`config.mk`:
```
export PLATFORM = sky130hd
export DESIGN_NAME = nand2_sweep_ctrl
export DESIGN_NICKNAME = d
export VERILOG_FILES = /design/src/rtl/nand2_sweep_ctrl.sv
export SDC_FILE = /design/constraint.sdc
export NUM_CORES = 1
export LEC_CHECK = 0
export ABC_AREA = 1
export BUFFER_PORTS_ARGS = -buffer_cell sky130_fd_sc_hd__buf_2
export CAP_MARGIN = 20
export CELL_PAD_IN_SITES_DETAIL_PLACEMENT = 1
export CELL_PAD_IN_SITES_GLOBAL_PLACEMENT = 2
export CORE_MARGIN = 2
export CORE_UTILIZATION = 35
export CTS_BUF_LIST = sky130_fd_sc_hd__clkbuf_16
export DETAILED_ROUTE_END_ITERATION = 16
export PLACE_DENSITY_LB_ADDON = 0.1
export SYNTH_ARGS = -nofsm -noshare
export SYNTH_HDL_FRONTEND = slang
export SYNTH_SLANG_ARGS = --single-unit
```
`constraint.sdc`:
```
create_clock -name clk -period 2.15 [get_ports clk]
set_input_delay 0.43 -clock clk [delete_from_list [all_inputs] [get_ports clk]]
set_output_delay 0.43 -clock clk [all_outputs]
set_load 0.1 [all_outputs]
```
`src/rtl/nand2_sweep_ctrl.sv`:
```
// nand2_sweep_ctrl
// Self-test sequencer for a bitwise 2-input NAND gate under test (GUT).
// On start it walks every {in1,in0} combination in ascending order. Each
// vector is driven for one cycle, held for SETTLE_CYCLES wait cycles and
// then sampled once. The sampled GUT output is checked against ~(in1 & in0).
//
// Ports:
//   clk             rising-edge system clock
//   reset           asynchronous, active-high reset
//   start           sweep request, honoured only in IDLE or DONE
//   gate_in1/0      registered operands driven to the GUT
//   gate_out        GUT output, looked at only in SAMPLE
//   busy            high from DRIVE of vector 0 through the last SAMPLE
//   done            sweep complete, held until the next start or reset
//   pass            valid while done, 1 iff no vector mismatched
//   err_count       mismatching vectors, saturating at 255
//   first_err_vec   {in1,in0} of the first mismatching vector
//   first_err_valid first_err_vec holds a captured value
module nand2_sweep_ctrl #(
  parameter int WIDTH         = 1,
  parameter int SETTLE_CYCLES = 2
) (
  input  logic               clk,
  input  logic               reset,
  input  logic               start,
  output logic [WIDTH-1:0]   gate_in1,
  output logic [WIDTH-1:0]   gate_in0,
  input  logic [WIDTH-1:0]   gate_out,
  output logic               busy,
  output logic               done,
  output logic               pass,
  output logic [7:0]         err_count,
  output logic [2*WIDTH-1:0] first_err_vec,
  output logic               first_err_valid
);

  localparam int VW = 2 * WIDTH;

  typedef enum logic [2:0] {
    IDLE,
    DRIVE,
    SETTLE,
    SAMPLE,
    DONE
  } state_t;

  state_t          state_q, state_d;
  logic [VW-1:0]   vec_q, vec_d;
  logic [3:0]      settle_q, settle_d;
  logic [WIDTH-1:0] gate_in1_q, gate_in1_d;
  logic [WIDTH-1:0] gate_in0_q, gate_in0_d;
  logic            busy_q, busy_d;
  logic            done_q, done_d;
  logic            pass_q, pass_d;
  logic [7:0]      err_count_q, err_count_d;
  logic [VW-1:0]   first_err_vec_q, first_err_vec_d;
  logic            first_err_valid_q, first_err_valid_d;

  logic [WIDTH-1:0] expected;
  logic             mismatch;
  logic [7:0]       err_inc;

  // Next-state and next-output logic. The operand registers are loaded with
  // the vector in the same edge that enters DRIVE, so the GUT sees a vector
  // for the whole DRIVE..SAMPLE window. pass is derived from err_count_d so
  // a mismatch on the last vector is already counted when pass is decided.
  always_comb begin
    state_d           = state_q;
    vec_d             = vec_q;
    settle_d          = settle_q;
    gate_in1_d        = gate_in1_q;
    gate_in0_d        = gate_in0_q;
    busy_d            = busy_q;
    done_d            = done_q;
    pass_d            = pass_q;
    err_count_d       = err_count_q;
    first_err_vec_d   = first_err_vec_q;
    first_err_valid_d = first_err_valid_q;

    expected = ~(gate_in1_q & gate_in0_q);
    mismatch = (gate_out != expected);
    err_inc  = (err_count_q == 8'hFF) ? err_count_q : err_count_q + 8'd1;

    case (state_q)
      IDLE, DONE: begin
        if (start) begin
          state_d           = DRIVE;
          vec_d             = '0;
          gate_in1_d        = '0;
          gate_in0_d        = '0;
          err_count_d       = 8'd0;
          first_err_vec_d   = '0;
          first_err_valid_d = 1'b0;
          done_d            = 1'b0;
          pass_d            = 1'b0;
          busy_d            = 1'b1;
        end
      end
      DRIVE: begin
        settle_d = 4'(SETTLE_CYCLES);
        state_d  = (SETTLE_CYCLES > 0) ? SETTLE : SAMPLE;
      end
      SETTLE: begin
        // Entered with SETTLE_CYCLES, leaves when the count is 1, so the
        // state is occupied for exactly SETTLE_CYCLES cycles.
        settle_d = settle_q - 4'd1;
        if (settle_q <= 4'd1) begin
          state_d = SAMPLE;
        end
      end
      SAMPLE: begin
        if (mismatch) begin
          err_count_d = err_inc;
          if (!first_err_valid_q) begin
            first_err_vec_d   = vec_q;
            first_err_valid_d = 1'b1;
          end
        end
        if (vec_q == '1) begin
          state_d = DONE;
          busy_d  = 1'b0;
          done_d  = 1'b1;
          pass_d  = (err_count_d == 8'd0);
        end else begin
          vec_d      = vec_q + VW'(1);
          gate_in1_d = vec_d[VW-1:WIDTH];
          gate_in0_d = vec_d[WIDTH-1:0];
          state_d    = DRIVE;
        end
      end
      default: begin
        state_d = IDLE;
      end
    endcase
  end

  // State and output registers, cleared asynchronously by reset.
  always_ff @(posedge clk or posedge reset) begin
    if (reset) begin
      state_q           <= IDLE;
      vec_q             <= '0;
      settle_q          <= 4'd0;
      gate_in1_q        <= '0;
      gate_in0_q        <= '0;
      busy_q            <= 1'b0;
      done_q            <= 1'b0;
      pass_q            <= 1'b0;
      err_count_q       <= 8'd0;
      first_err_vec_q   <= '0;
      first_err_valid_q <= 1'b0;
    end else begin
      state_q           <= state_d;
      vec_q             <= vec_d;
      settle_q          <= settle_d;
      gate_in1_q        <= gate_in1_d;
      gate_in0_q        <= gate_in0_d;
      busy_q            <= busy_d;
      done_q            <= done_d;
      pass_q            <= pass_d;
      err_count_q       <= err_count_d;
      first_err_vec_q   <= first_err_vec_d;
      first_err_valid_q <= first_err_valid_d;
    end
  end

  assign gate_in1        = gate_in1_q;
  assign gate_in0        = gate_in0_q;
  assign busy            = busy_q;
  assign done            = done_q;
  assign pass            = pass_q;
  assign err_count       = err_count_q;
  assign first_err_vec   = first_err_vec_q;
  assign first_err_valid = first_err_valid_q;

endmodule

```
-- Word-level counts from Yosys, hierarchy flattened
Index checks and enable logic that the tools add are counted.
- $add $sub $neg: 3
- $mul: 0
- div/mod/pow operators: 0
- $lt $le $gt $ge: 1
- eq/ne operators: 13
- shift operators: 0
- mux-type cells: 30
- bitwise logic cells: 2
- reduce and logical (&&, ||, !) cells: 11
- operators by type and width (kind ; number):
    8-bit 2-to-1 mux ; 4
    8-bit one-hot mux with 2 select lines ; 1
    2-bit != test (second input constant) ; 6
    1-bit one-hot mux with 2 select lines ; 6
    3-bit one-hot mux with 4 select lines ; 1
    3-bit 2-to-1 mux ; 3
    3-bit AND reduction ; 3
    8-bit by 1-bit adder with 8-bit output (second input constant) ; 1
    8-bit == test (second input constant) ; 1
    8-bit zero test ; 1
    1-bit 2-to-1 mux ; 8
    2-bit 2-to-1 mux ; 4
    2-bit one-hot mux with 2 select lines ; 2
    4-bit one-hot mux with 2 select lines ; 1
    3-bit by 2-bit == test with 1-bit output (second input constant) ; 2
    4-bit by 1-bit <= comparator with 1-bit output (second input constant) ; 1
    2-bit AND reduction ; 2
    4-bit AND reduction ; 1
    2-bit nonzero test ; 2
    4-bit by 1-bit subtractor with 4-bit output (second input constant) ; 1
    3-bit by 1-bit == test with 1-bit output (second input constant) ; 1
    3-bit == test (second input constant) ; 1
    3-bit zero test ; 1
    2-bit by 1-bit adder with 2-bit output (second input constant) ; 1
    other kinds (5) ; 5
- bits in registers: 25
- bits in latches: 0
- memory bits (writable): 0
- memory bits (read-only): 0
- output and inout bits: 16
- word-level logic and storage cells: 71
- memories: 0

-- Longest topological paths before layout
- depth after elaboration: 8
- depth in mapped cells: 11

-- Worst setup path after synthesis
OpenSTA, ideal clock, no wires.
- path kind: reg-to-reg
- start: register err_count_q[1], in the netlist err_count[1]
- end: register pass_q, in the netlist pass
- library setup time: 121 ps
- arrival time: 2024 ps
- required time: 2029 ps
- slack: 6 ps
- stages on the path, launching flop included: 11
- path buffers: 0
- period minus slack after synthesis: 2144 ps
- path through: dfrtp_1 > ha_1 > nand2_2 > nor2_4 > nand2_4 > nand2_4 > o21ai_1 > nand2_1 > nor2_1 > nand3_1 > nand2_1
- word-level cells in the longest chain between the ends: 7
- elaborated cells on any way between the ends: 8
- those cells by class: add/sub: 1; eq/ne: 1; mux: 5; reduce/logical: 1
- ends and longest elaborated chain (what ; line ; text):
    start: declaration ; 55 ; logic [7:0] err_count_q, err_count_d;
    start signal: assignment ; 160 ; err_count_q <= err_count_d;
    8-bit by 1-bit adder with 8-bit output or 8-bit == test (tied branches) ; 82 ; err_inc = (err_count_q == 8'hFF) ? err_count_q : err_count_q + 8'd1;
    8-bit 2-to-1 mux ; 82 ;
    8-bit 2-to-1 mux (*) ; 112 ; if (mismatch) begin
    8-bit 2-to-1 mux (*) ; 84 ; case (state_q)
    8-bit zero test (*) ; 123 ; pass_d = (err_count_d == 8'd0);
    1-bit 2-to-1 mux (*) ; 119 ; if (vec_q == '1) begin
    1-bit one-hot mux with 2 select lines (*) ; 84 ;
    end signal: assignment ; 159 ; pass_q <= pass_d;
    end: declaration ; 54 ; logic pass_q, pass_d;
Mark *: on every way between the ends. The rest lies on a longest branch, timed or not. The select of a mux whose other input is x is not followed.
A chain may end at the register's enable or synchronous reset.

-- Worst setup path in the final report
- start: register vec_q[1]
- end: register pass_q, in the netlist pass
- word-level cells in the longest chain between the ends: 3
- ends and longest elaborated chain (what ; line ; text):
    start: declaration ; 48 ; logic [VW-1:0] vec_q, vec_d;
    start signal: assignment ; 153 ; vec_q <= vec_d;
    2-bit == test ; 119 ;
    2-bit != test (no source line) ; n/a ;
    3-bit AND reduction (no source line) ; n/a ;
Every way passes these cells.

==> flow_summary.rst <==
.. list-table::
   :header-rows: 1

   * - Metric
     - Value
   * - Critical path depth in cells
     - 10
   * - Path class of the lowest-slack min-delay path
     - in -> async
   * - Slowest stage delay, CP
     - 0.41 ns
   * - Share of flip-flops with an asynchronous set or reset after synthesis
     - between 90% and 100%
   * - Cell type contributing the most total cell area after synthesis
     - sky130_fd_sc_hd__dfrtp_1
   * - Leading post-synthesis cells by cell area
     - sky130_fd_sc_hd__dfrtp_1 43%, sky130_fd_sc_hd__nand2_1 10%, sky130_fd_sc_hd__nand3_1 6.4%
   * - Starting density of the core
     - a little over a third
   * - Total clock buffers created by CTS
     - 3
   * - Global-route usage over all layers
     - ~18%
   * - Total die area
     - ~4300 µm²
   * - Setup repair after global routing missed its margin
     - no
   * - Portion of the post-synthesis area used by sequential elements
     - between 40 and 50%
   * - Hold-fix buffers at CTS
     - 0
   * - Max-cap violations
     - 0
   * - Final WL
     - approximately 3300 µm
   * - Yosys reg bits
     - 23
   * - Slowest stage cell on the critical path
     - sky130_fd_sc_hd__dfrtp_1
   * - GRT Residual Overflow
     - 0
   * - CP cell instances
     - ha_1 > inv_2 > nand2_1 > nand2_2 > nand2_4 > o21ai_1 > nand2_1 > nor2_1 > nand3_1 > nand2_1
   * - Top-level port count
     - 20
   * - Least-Margin Pin Slew
     - around 0.49 ns
   * - Clock Latency Late Sink
     - roughly 0.26 ns
   * - P per Cell Area
     - around 1500 nW/µm²
   * - Synthesized Nets
     - roughly 180
   * - Critical path buffer and inverter count
     - 1
   * - Sequential cell fraction of total power
     - approximately 30%
   * - Clock sinks
     - 23
   * - Terminus of the critical flop-to-flop path
     - pass
   * - Yosys warns
     - 0
   * - Ys flop type
     - sky130_fd_sc_hd__dfrtp_1
   * - Outcome
     - complete, no violations
   * - Die span in x
     - around 66 µm
   * - Largest clock skew in the final design
     - ~0.0032 ns
   * - Standard-cell row count
     - 22
   * - Top cell types by occurrence after synthesis
     - 36 x sky130_fd_sc_hd__nand2_1, 23 x sky130_fd_sc_hd__dfrtp_1, 21 x sky130_fd_sc_hd__inv_1
   * - Power dissipated by switching net loads
     - between 1 and 1.5 mW
   * - Worst reg2reg path depth
     - 10
   * - Clock Tree Root
     - sky130_fd_sc_hd__clkbuf_16
   * - Maximum number of pins on one net before global-route repair
     - 24
   * - Initial detailed-routing violation count
     - 52
   * - H-tree Lvls
     - 1
   * - Clock period minus worst slack
     - 1.67 ns
   * - Mean Syn Cell Area
     - between 7 and 8 µm²
   * - Required time reported for the critical path endpoint
     - around 2.4 ns
   * - Crit path max-delay family
     - simple AND/OR/NAND/NOR gates
   * - Post-cts sizing count
     - 0
   * - Internal power
     - about 1.1 mW
   * - Switching portion of total power
     - a little under three fifths
   * - Number of non-filler instances in the completed layout
     - 240
   * - First-pass GRT wire length
     - between 5000 and 6000 µm
   * - Area share of the largest cell type after synthesis
     - between 40% and 50%
   * - DR pass1 iterations
     - 4
   * - Cell seen most often among critical-path stages
     - sky130_fd_sc_hd__nand2_1
   * - Number of pins with negative max-slew slack in the final report
     - 0
   * - Startpoint-to-endpoint class of the critical path
     - reg -> reg
   * - Timing-limited maximum frequency
     - 600 MHz
   * - Area Overhead vs Synth
     - 17.3%
   * - Maximum buffer depth of the clock tree
     - 2
   * - Vertical extent of the die
     - 65.7 µm
   * - Worst r2r src
     - vec_q[1]
   * - Hold slack
     - 0.210 ns
   * - Clock Pin Slew Worst Setup and Hold Paths
     - roughly 0.06 ns
   * - Number of design rule violations left after detail routing
     - 0
   * - Standard cell core area
     - roughly 3700 µm²
   * - Setup fix buffers added after clock tree synthesis
     - 0
   * - Antenna diode count
     - 0
   * - Count of endpoints failing hold in the final timing report
     - 0
   * - Placed Cells incl. Taps
     - between 200 and 250
   * - Number of antenna violations at the first check in global routing
     - 0
   * - TNS Setup
     - 0 ns
   * - Crit path to
     - pass
   * - Cell count after synthesis
     - 169
   * - Worst reg2reg setup slack
     - between 0.4 and 0.5 ns
   * - RePlAce Congestion
     - between 0.7 and 0.8
   * - Detailed-route vias per instance
     - between 4 and 5
   * - Number of vias after detailed routing
     - about 1200
   * - Worst IR Drop VDD
     - 0.000718 V
   * - Startpoint type of the worst setup path
     - flip-flop
   * - Final-report setup violation count
     - 0
   * - TritonCTS clock tree
     - built
   * - Number of filler instances in the final layout
     - 467
   * - Buffers on Ports
     - 19
   * - Final ANT Viol Nets
     - 0
   * - Worst rel slew slack
     - between 60% and 70%
   * - Ratio of cells with drive above 1 in the final layout
     - between 20% and 30%
   * - Netlist area before placement
     - 1330 µm²
   * - Total leakage power
     - 0.774 nW
   * - Nets
     - between 200 and 250
   * - Number of global-route vias before repair
     - around 1300
   * - Proportion of power drawn by combinational gates
     - between 50% and 60%
   * - Fin crit share
     - 77.6%
   * - Part of the total power dissipated in the clock network
     - approximately 17%
   * - Arrival time at the worst endpoint
     - ~1.9 ns
   * - WL per Instance
     - between 10 and 15 µm
   * - Number of flops mapped to enable cells by yosys
     - 0
   * - Highest fanout seen on the critical path
     - 13
   * - Cell with the most instances after synthesis
     - sky130_fd_sc_hd__nand2_1
   * - Synth cell types
     - 26
   * - HPWL after DPL
     - between 2000 and 2500 µm
   * - Source of the critical timing path
     - vec_q[1]
   * - Capturing element type of the critical path
     - flip-flop
-- cells in the final DEF, fill, tap and decap left out --
cell type                    n
sky130_fd_sc_hd__nand2_1    36
sky130_fd_sc_hd__dfrtp_1    23
sky130_fd_sc_hd__inv_1      22
sky130_fd_sc_hd__buf_2      19
sky130_fd_sc_hd__nor2_1     17
sky130_fd_sc_hd__nand3_1    17
sky130_fd_sc_hd__o21ai_1    10
sky130_fd_sc_hd__o21ai_0     6
sky130_fd_sc_hd__nand2_2     5
sky130_fd_sc_hd__inv_2       4
sky130_fd_sc_hd__nand4_1     4
sky130_fd_sc_hd__ha_1        4
sky130_fd_sc_hd__nand2_4     3
sky130_fd_sc_hd__o22ai_1     3
sky130_fd_sc_hd__a21oi_1     3
sky130_fd_sc_hd__clkbuf_16   3
sky130_fd_sc_hd__nor2_4      2
sky130_fd_sc_hd__nor2_2      1
sky130_fd_sc_hd__nand3_4     1
sky130_fd_sc_hd__clkinv_2    1
sky130_fd_sc_hd__a21oi_2     1
sky130_fd_sc_hd__nor3_2      1
sky130_fd_sc_hd__mux2i_1     1
sky130_fd_sc_hd__a22oi_1     1
sky130_fd_sc_hd__o21ai_2     1
sky130_fd_sc_hd__nand3_2     1
sky130_fd_sc_hd__o21a_1      1
sky130_fd_sc_hd__buf_4       1
-- power by group through the flow --
stage                     Combinational (mW)  Clock, mW  Sequential, mW
final                                   1.28      0.412           0.708
after global routing                    1.39      0.442           0.736
after CTS                               1.30      0.420           0.710
after detailed placement                1.30          0           0.715
after global placement                  1.28          0           0.708
after floorplan                        0.489          0            1.27
-- sequential cells by signal, indices dropped and copies added (netlist names) --
register         cells
err_count            8
settle_q             4
state_q              3
first_err_vec        2
busy                 1
done                 1
first_err_valid      1
gate_in0             1
pass                 1
vec_q                1
-- worst reg2reg max path, stage by stage, from the launching register on --
cell                      delay (ns)
sky130_fd_sc_hd__dfrtp_1        0.41
sky130_fd_sc_hd__ha_1           0.23
sky130_fd_sc_hd__inv_2          0.09
sky130_fd_sc_hd__nand2_1        0.06
sky130_fd_sc_hd__nand2_2        0.22
sky130_fd_sc_hd__nand2_4        0.12
sky130_fd_sc_hd__o21ai_1        0.12
sky130_fd_sc_hd__nand2_1        0.09
sky130_fd_sc_hd__nor2_1         0.13
sky130_fd_sc_hd__nand3_1        0.09
sky130_fd_sc_hd__nand2_1        0.05
-- through the flow --
step / total power [mW] / area [µm²] / setup slack, ns / util (%)
after global routing: 2.57 / 1560 / 0.289 / 42.7
after CTS: 2.43 / 1560 / 0.462 / 42.7
after global placement: 1.99 / 1480 / 0.512 / 40.5
final: 2.40 / 1560 / 0.483 / 42.7
after floorplan: 1.76 / 1330 / 0.00553 / -
after detailed placement: 2.01 / 1480 / 0.475 / 40.5
-- cell type report --
type / count / area, µm² / area share, %
Clock buffer: 3 / 75.1 / 4.80
Sequential cell: 23 / 576 / 36.8
Clock inverter: 1 / 3.75 / 0.240
Timing Repair Buffer: 20 / 103 / 6.57
Inverter: 26 / 98.8 / 6.33
Tap cell: 48 / 60.1 / 3.84
Multi-Input combinational cell: 119 / 647 / 41.4
-- worst min-delay path by stage --
| stage | start | to | slack [ns] | cells past startpoint |
|---|---|---|---|---|
| 3_5_place_dp | settle_q[3] | settle_q[3] | 0.47 | 1 |
| 3_3_place_gp | settle_q[3] | settle_q[3] | 0.46 | 1 |
| 5_1_grt | reset | err_count[3] | 0.26 | 3 |
| 2_1_floorplan | reset | busy | 0.43 | 1 |
| 4_1_cts | reset | err_count[2] | 0.23 | 3 |
| 6_report | reset | settle_q[3] | 0.21 | 3 |
-- layer usage --
layer | wire, µm | track usage [%] | part of all wire (%) | vias up
met5 | 0 | 0 | 0 | -
met4 | 56 | 5.73 | 1.7 | 0
met3 | 90 | 3.42 | 2.8 | 6
met2 | 1560 | 29.9 | 48 | 17
met1 | 1540 | 22.7 | 47 | 557
li1 | - | - | - | 598
-- cell families (layout without fill, tap and decap cells) --
logic type,after synthesis,count (layout),synth area share [%]
flip-flops,23,23,43.2
AND/OR/NAND/NOR,88,88,33.1
adder cells (fa/ha/maj),4,4,3.76
AO/OA/AOI/OAI,26,26,11.0
multiplexers,1,1,0.751
buffers and inverters,27,50,8.26
Power figures use the tool's default switching activity.
